## src/rtl/pipe_rca_if.sv

```systemverilog
// Streaming operand/result bundle for the pipelined ripple-carry adder.
// master = producer/consumer side, slave = the adder itself.
interface pipe_rca_if #(
  parameter int WIDTH = 16
);
  logic             in_valid;
  logic             in_ready;
  logic [WIDTH-1:0] a;
  logic [WIDTH-1:0] b;
  logic             cin;
  logic             sub;
  logic             out_valid;
  logic             out_ready;
  logic [WIDTH-1:0] s;
  logic             cout;
  logic             ovf;

  modport master (
    output in_valid, a, b, cin, sub, out_ready,
    input  in_ready, out_valid, s, cout, ovf
  );

  modport slave (
    input  in_valid, a, b, cin, sub, out_ready,
    output in_ready, out_valid, s, cout, ovf
  );
endinterface

```

## src/rtl/pipe_rca.sv

```systemverilog
// Pipelined ripple-carry adder/subtractor: one CW-bit chunk per stage, registered
// inter-chunk carry, global stall when the result is not taken.
module pipe_rca #(
  parameter int WIDTH  = 16,
  parameter int STAGES = 4
) (
  input  logic       clk,
  input  logic       rst,
  pipe_rca_if.slave  bus
);
  localparam int CW = WIDTH / STAGES;

  logic stall;

  assign stall        = g_stage[STAGES-1].v_q && !bus.out_ready;
  assign bus.in_ready = !stall;

  for (genvar gi = 0; gi < STAGES; gi++) begin : g_stage
    // Operand bits still unprocessed when entering this stage.
    localparam int UIN = WIDTH - gi*CW;

    logic                   v_in;
    logic [UIN-1:0]         a_in;
    logic [UIN-1:0]         b_in;
    logic                   c_in;
    logic [CW:0]            add_w;
    logic [(gi+1)*CW-1:0]   s_d;

    logic                   v_q;
    logic                   c_q;
    logic [(gi+1)*CW-1:0]   s_q;

    if (gi == 0) begin : g_head
      assign v_in = bus.in_valid;
      assign a_in = bus.a;
      assign b_in = bus.b ^ {WIDTH{bus.sub}};
      assign c_in = bus.sub | bus.cin;
      assign s_d  = add_w[CW-1:0];
    end else begin : g_body
      assign v_in = g_stage[gi-1].v_q;
      assign a_in = g_stage[gi-1].g_fwd.a_q;
      assign b_in = g_stage[gi-1].g_fwd.b_q;
      assign c_in = g_stage[gi-1].c_q;
      assign s_d  = {add_w[CW-1:0], g_stage[gi-1].s_q};
    end

    assign add_w = {1'b0, a_in[CW-1:0]} + {1'b0, b_in[CW-1:0]} + {{CW{1'b0}}, c_in};

    always_ff @(posedge clk or posedge rst) begin
      if (rst) begin
        v_q <= 1'b0;
        c_q <= 1'b0;
        s_q <= '0;
      end else if (!stall) begin
        v_q <= v_in;
        if (v_in) begin
          c_q <= add_w[CW];
          s_q <= s_d;
        end
      end
    end

    if (gi < STAGES-1) begin : g_fwd
      logic [UIN-CW-1:0] a_q;
      logic [UIN-CW-1:0] b_q;

      always_ff @(posedge clk or posedge rst) begin
        if (rst) begin
          a_q <= '0;
          b_q <= '0;
        end else if (!stall && v_in) begin
          a_q <= a_in[UIN-1:CW];
          b_q <= b_in[UIN-1:CW];
        end
      end
    end else begin : g_tail
      // Carry into the MSB, recovered from the MSB sum bit and its operands.
      logic cmsb_d;
      logic cmsb_q;

      assign cmsb_d = add_w[CW-1] ^ a_in[CW-1] ^ b_in[CW-1];

      always_ff @(posedge clk or posedge rst) begin
        if (rst) begin
          cmsb_q <= 1'b0;
        end else if (!stall && v_in) begin
          cmsb_q <= cmsb_d;
        end
      end
    end
  end

  assign bus.out_valid = g_stage[STAGES-1].v_q;
  assign bus.s         = g_stage[STAGES-1].s_q;
  assign bus.cout      = g_stage[STAGES-1].c_q;
  assign bus.ovf       = g_stage[STAGES-1].c_q ^ g_stage[STAGES-1].g_tail.cmsb_q;
endmodule

```

## src/flat_wrapper.sv

```systemverilog
// flat-port wrapper written by rule: the top's interface ports become plain ports
module pipe_rca_flat 
#(
  parameter int WIDTH  = 16,
  parameter int STAGES = 4
)
  (clk, rst, bus_in_valid, bus_a, bus_b, bus_cin, bus_sub, bus_out_ready, bus_in_ready, bus_out_valid, bus_s, bus_cout, bus_ovf);
  pipe_rca_if #(.WIDTH(WIDTH)) bus_i ();
  input  logic clk;
  input  logic rst;
  input wire logic [$bits(bus_i.in_valid)-1:0] bus_in_valid;
  input wire logic [$bits(bus_i.a)-1:0] bus_a;
  input wire logic [$bits(bus_i.b)-1:0] bus_b;
  input wire logic [$bits(bus_i.cin)-1:0] bus_cin;
  input wire logic [$bits(bus_i.sub)-1:0] bus_sub;
  input wire logic [$bits(bus_i.out_ready)-1:0] bus_out_ready;
  output wire logic [$bits(bus_i.in_ready)-1:0] bus_in_ready;
  output wire logic [$bits(bus_i.out_valid)-1:0] bus_out_valid;
  output wire logic [$bits(bus_i.s)-1:0] bus_s;
  output wire logic [$bits(bus_i.cout)-1:0] bus_cout;
  output wire logic [$bits(bus_i.ovf)-1:0] bus_ovf;
  assign bus_i.in_valid = bus_in_valid;
  assign bus_i.a = bus_a;
  assign bus_i.b = bus_b;
  assign bus_i.cin = bus_cin;
  assign bus_i.sub = bus_sub;
  assign bus_i.out_ready = bus_out_ready;
  assign bus_in_ready = bus_i.in_ready;
  assign bus_out_valid = bus_i.out_valid;
  assign bus_s = bus_i.s;
  assign bus_cout = bus_i.cout;
  assign bus_ovf = bus_i.ovf;
  pipe_rca #(.WIDTH(WIDTH), .STAGES(STAGES)) u_core (.clk(clk), .rst(rst), .bus(bus_i));
endmodule
```

## config.mk

```make
export PLATFORM = sky130hd
export DESIGN_NAME = pipe_rca_flat
export DESIGN_NICKNAME = d
export VERILOG_FILES = /design/src/rtl/pipe_rca_if.sv /design/src/rtl/pipe_rca.sv /design/src/flat_wrapper.sv
export SDC_FILE = /design/constraint.sdc
export NUM_CORES = 1
export LEC_CHECK = 0
export BUFFER_PORTS_ARGS = -buffer_cell sky130_fd_sc_hd__buf_2
export CORE_MARGIN = 2
export CORE_UTILIZATION = 41
export DETAILED_ROUTE_END_ITERATION = 6
export HOLD_SLACK_MARGIN = 0.02
export PLACE_DENSITY = 0.6
export SYNTH_ARGS = -nofsm -noshare
export SYNTH_HDL_FRONTEND = slang
export SYNTH_SLANG_ARGS = --single-unit
```

## constraint.sdc

```tcl
create_clock -name clk -period 8.4 [get_ports clk]
set_input_delay 1.68 -clock clk [delete_from_list [all_inputs] [get_ports clk]]
set_output_delay 1.68 -clock clk [all_outputs]
set_load 0.05 [all_outputs]
```

==> run_results.csv <==
group,metric,value,unit
outcome,status,"complete, no violations",
route,met2RoutedLength,2759,µm
synthesis,proportion_of_synthesized_area_in_mux_cells,17.24,%
worst_setup_path,r2r-end,"u_core.g_stage[1].c_q",
synthesis,parity_gate_share_of_the_synthesized_area_counting_xor_and_xnor_cells,5.486,%
run,drv.max_cap_violation_count,0,
route,vias,2355,
global_route,gr-total-overflow,0,
pwr,power.share.clock,15.9,%
clocking,cts_made_buffers,9,
sta,timing_hold_violations_final,0,
route,totalWireLength,6587,µm
place,final_gp_congestion,0.7346,
worst_hold_path,min_path_type,"reg2reg",
worst_setup_path,critPathMaxFanout,6,
clocking,clock-root-buffer,"sky130_fd_sc_hd__clkbuf_8",
worst_setup_path,worstSetupPathType,"in2out",
place,port_buffers,57,
worst_setup_path,worst-endpoint-required,6.72,ns
route,met3RoutedLength,232,µm
floorplanning,dieHeight,106.5,µm
pwr,seq_power_share,41.5,%
synthesis,ys_ff_latch,97,
worst_setup_path,reg2reg_depth,5,
global_route,antenna_found_initial,0,
worst_setup_path,timing.critical_path.to,"bus_in_ready",
synthesis,synth-async-reset-ratio,100.0,%
route,detail_route.drc_violations,0,
synthesis,synth-seq-area-share,56.31,%
synthesis,dominantRegCellSynth,"sky130_fd_sc_hd__dfrtp_1",
sta,hold_slack,0.4804,ns
floorplanning,core_area,10280,µm²
pwr,p_per_area,390.9,nW/µm²
route,first_pass_iters,4,
synthesis,synth_top_family_by_area,"multiplexers",
pwr,reported_net_switching_power,732.4,µW
clocking,cts.sink_count,97,
global_route,pin_count_of_the_biggest_net_entering_global_routing,67,
sta,grt_setup_unrepaired,"no",
layout,fillerInstances,987,
synthesis,post_synth_instance_area,4310,µm²
sta,tightestPinTransition,0.7939,ns
synthesis,ys_warn_count,0,
sta,fin_skew,0.01453,ns
synthesis,synth_cell_types,29,
synthesis,synth_edf_count,0,
pwr,power_switching_share,38.34,%
route,drt-vias-per-instance,4.546,
worst_hold_path,hold_path_depth,2,
worst_setup_path,startpoint_of_the_most_critical_setup_path,"bus_out_ready",
synthesis,compound_gate_fraction_of_synth_area,5.806,%
floorplanning,std_cell_rows,37,
sta,fmax,0.2532,GHz
worst_setup_path,timing.critical_path.buf_inv,3,
floorplanning,die_x,106.5,µm
layout,area_growth,13.38,%
synthesis,postSynthCellCount,321,
layout,final_layout_size_suffix_gt1_share,38.48,%
worst_setup_path,slowest_delay,0.22,ns
sta,finalSetupTns,0,ns
worst_setup_path,critical_path.most_common_cell,"sky130_fd_sc_hd__buf_2",
place,dp_hpwl,4840,µm
worst_setup_path,crit-reg2reg-launch,"u_core.g_stage[0].g_fwd.b_q[0]",
clocking,cts_hold_buffers,0,
worst_setup_path,critical_path.endpoint_type,"primary output",
clocking,post_cts_buffers,0,
worst_setup_path,cp-start-kind,"primary input",
floorplanning,initial_utilization,41.94,%
worst_setup_path,cpLargestDelayFamily,"buffers and inverters",
sta,slew_headroom,47.07,%
layout,nNetsFinal,435,
route,wl_met1,3499,µm
worst_setup_path,critical-path-slowest-cell,"sky130_fd_sc_hd__buf_2",
clocking,clockBufferDepth,2,
sta,finalSetupViolCount,0,
route,detail_route.wl_per_cell,12.72,µm
worst_setup_path,critical_path_depth,4,
sta,timing_max_transition_violations_final,0,
synthesis,avgSynthCellArea,13.43,µm²
sta,final.min_clock_period,3.949,ns
global_route,grt_first_pass_wirelength,11400,µm
clocking,cts_tree,"done",
global_route,grtUsageTotal,12.68,%
floorplanning,die_area,11350,µm²
pwr,irDropWorstVdd,0.1679,mV
pwr,power.internal,1178,µW
route,topRoutingLayerUsed,"met4",
synthesis,adder_and_majority_cell_fraction_of_the_synthesized_area,7.199,%
route,detailedRoute.firstIterationViolations,61,
clocking,clock_transition_at_the_register_clock_pins_on_the_worst_setup_and_hold_paths_after_cts,0.09,ns
route,antenna_left,0,
sta,final_min_period_over_clock_period,47.01,%
global_route,grt_pass1_vias,2407,
clocking,cts.htree.levels,3,
clocking,clk_latency,0.35,ns
pwr,comb_power_share,42.5,%
floorplanning,floorplan.io_pins,58,
layout,antenna_cells,0,
worst_setup_path,r2r_slack,6.48,ns
clocking,cts_repair_resize_count,0,
layout,postLayoutCoreUtil,47.55,%
synthesis,synth_fp_nets,379,
worst_setup_path,crit_path_cell_trace,"buf_2 -> nor2b_4 -> inv_6 -> buf_2",
pwr,power.leakage,0.002295,µW
worst_setup_path,worst-endpoint-arrival,2.27,ns
synthesis,synth-simple-area-share,4.615,%
==> cell usage in the layout, fill, tap and decap left out, drive strengths merged <==
cell	synthesis	layout
clkbuf	1	9
nand2	37	37
buf	12	58
bufinv	0	1
fa	8	8
dfrtp	97	97
xnor2	17	17
a21boi	1	1
o21ai	28	28
clkinvlp	0	3
a31oi	1	1
o31ai	1	1
a21o	6	6
xor2	10	10
nand2b	1	1
or2	1	1
nor2b	2	2
mux2	65	65
clkinv	0	1
inv	13	15
nor3b	1	1
a211oi	1	1
ha	12	12
a21oi	6	6
==> metrics by stage <==
step | instances | area, µm² | total power (µW) | setup WS [ns]
5_1_grt | 518 | 4887 | 2068 | 4.427
2_1_floorplan | 321 | 4310 | 1468 | 4.186
3_5_place_dp | 502 | 4686 | 1635 | 4.450
4_1_cts | 518 | 4887 | 1941 | 4.447
6_report | 518 | 4887 | 1910 | 4.451
3_3_place_gp | 502 | 4686 | 1608 | 4.455
==> worst min-delay path by stage <==
stage                     slack [ns]                        endpoint                            from
after floorplan                 0.44       u_core.g_stage[2].s_q[11]       u_core.g_stage[2].s_q[11]
after global placement          0.46                u_core.bus.s[15]                u_core.bus.s[15]
after detailed placement        0.47  u_core.g_stage[0].g_fwd.b_q[5]  u_core.g_stage[0].g_fwd.b_q[5]
after CTS                       0.49  u_core.g_stage[0].g_fwd.b_q[5]  u_core.g_stage[0].g_fwd.b_q[5]
after global routing            0.51  u_core.g_stage[0].g_fwd.b_q[5]  u_core.g_stage[0].g_fwd.b_q[5]
final                           0.48  u_core.g_stage[0].g_fwd.b_q[5]  u_core.g_stage[0].g_fwd.b_q[5]
==> flip-flops by register name, indices dropped and copies added (netlist names) <==
register	count
u_core.bus.out_valid	1
u_core.g_stage.s_q	24
u_core.g_stage.g_fwd.b_q	24
u_core.g_stage.c_q	3
u_core.g_stage.g_fwd.a_q	24
u_core.bus.cout	1
u_core.g_stage.g_tail.cmsb_q	1
u_core.g_stage.v_q	3
u_core.bus.s	16
==> routing by layer <==
layer | track usage (%) | up-vias
li1 | - | 1190
met1 | 18.66 | 1115
met2 | 18.41 | 42
met3 | 2.207 | 8
met4 | 5.566 | 0
met5 | 0 | -
==> synth_stat cells, types with 2 or more instances <==
cell                      count  area [µm²]
sky130_fd_sc_hd__mux2_2      61       686.9
sky130_fd_sc_hd__o21ai_0     28       140.1
sky130_fd_sc_hd__mux2_4       3       45.04
sky130_fd_sc_hd__xor2_1      10       87.58
sky130_fd_sc_hd__fa_1         8       160.2
sky130_fd_sc_hd__ha_1        12       150.1
sky130_fd_sc_hd__a21o_1       6       45.04
sky130_fd_sc_hd__dfrtp_1     97        2427
sky130_fd_sc_hd__xnor2_1     17       148.9
sky130_fd_sc_hd__buf_6        2       22.52
sky130_fd_sc_hd__nand2_2      2       12.51
sky130_fd_sc_hd__buf_2        5       25.02
sky130_fd_sc_hd__inv_1       12       45.04
sky130_fd_sc_hd__buf_4        5       37.54
sky130_fd_sc_hd__nand2_4      2       22.52
sky130_fd_sc_hd__nand2_1     33       123.9
sky130_fd_sc_hd__a21oi_1      6       30.03
==> worst min-delay path, delay by kind of cell, from the launching register on <==
family           cells  cell delay [ns]
AND/OR/NAND/NOR      1             0.05
flip-flops           1             0.35
AO/OA/AOI/OAI        1             0.06
==> logic make-up after synthesis <==
| kind of cell | count (synthesis) |
|---|---|
| DFF | 97 |
| muxes | 65 |
| AOI/OAI and AO/OA | 44 |
| and+or+nand+nor | 42 |
| xor gates and xnor gates | 27 |
| buffers and inverters | 26 |
| adders and majority gates | 20 |
==> power groups by stage <==
stage / clock, µW / sequential (µW) / combinational (µW)
after detailed placement: 0 / 809 / 826
after global routing: 331 / 824 / 912
after floorplan: 0 / 918 / 550
after global placement: 0 / 800 / 808
after CTS: 314 / 798 / 829
final: 304 / 793 / 812
==> cell type report <==
type,instances,area (µm²),share of cell area [%]
clock buffer,9,123.9,2.535
clock inverter,7,77.57,1.587
inverter,13,56.30,1.152
multi-input combinational,198,1739,35.59
sequential,97,2427,49.67
tap,136,170.2,3.482
timing repair buffer,58,292.8,5.991
Power figures use the tool's default switching activity.
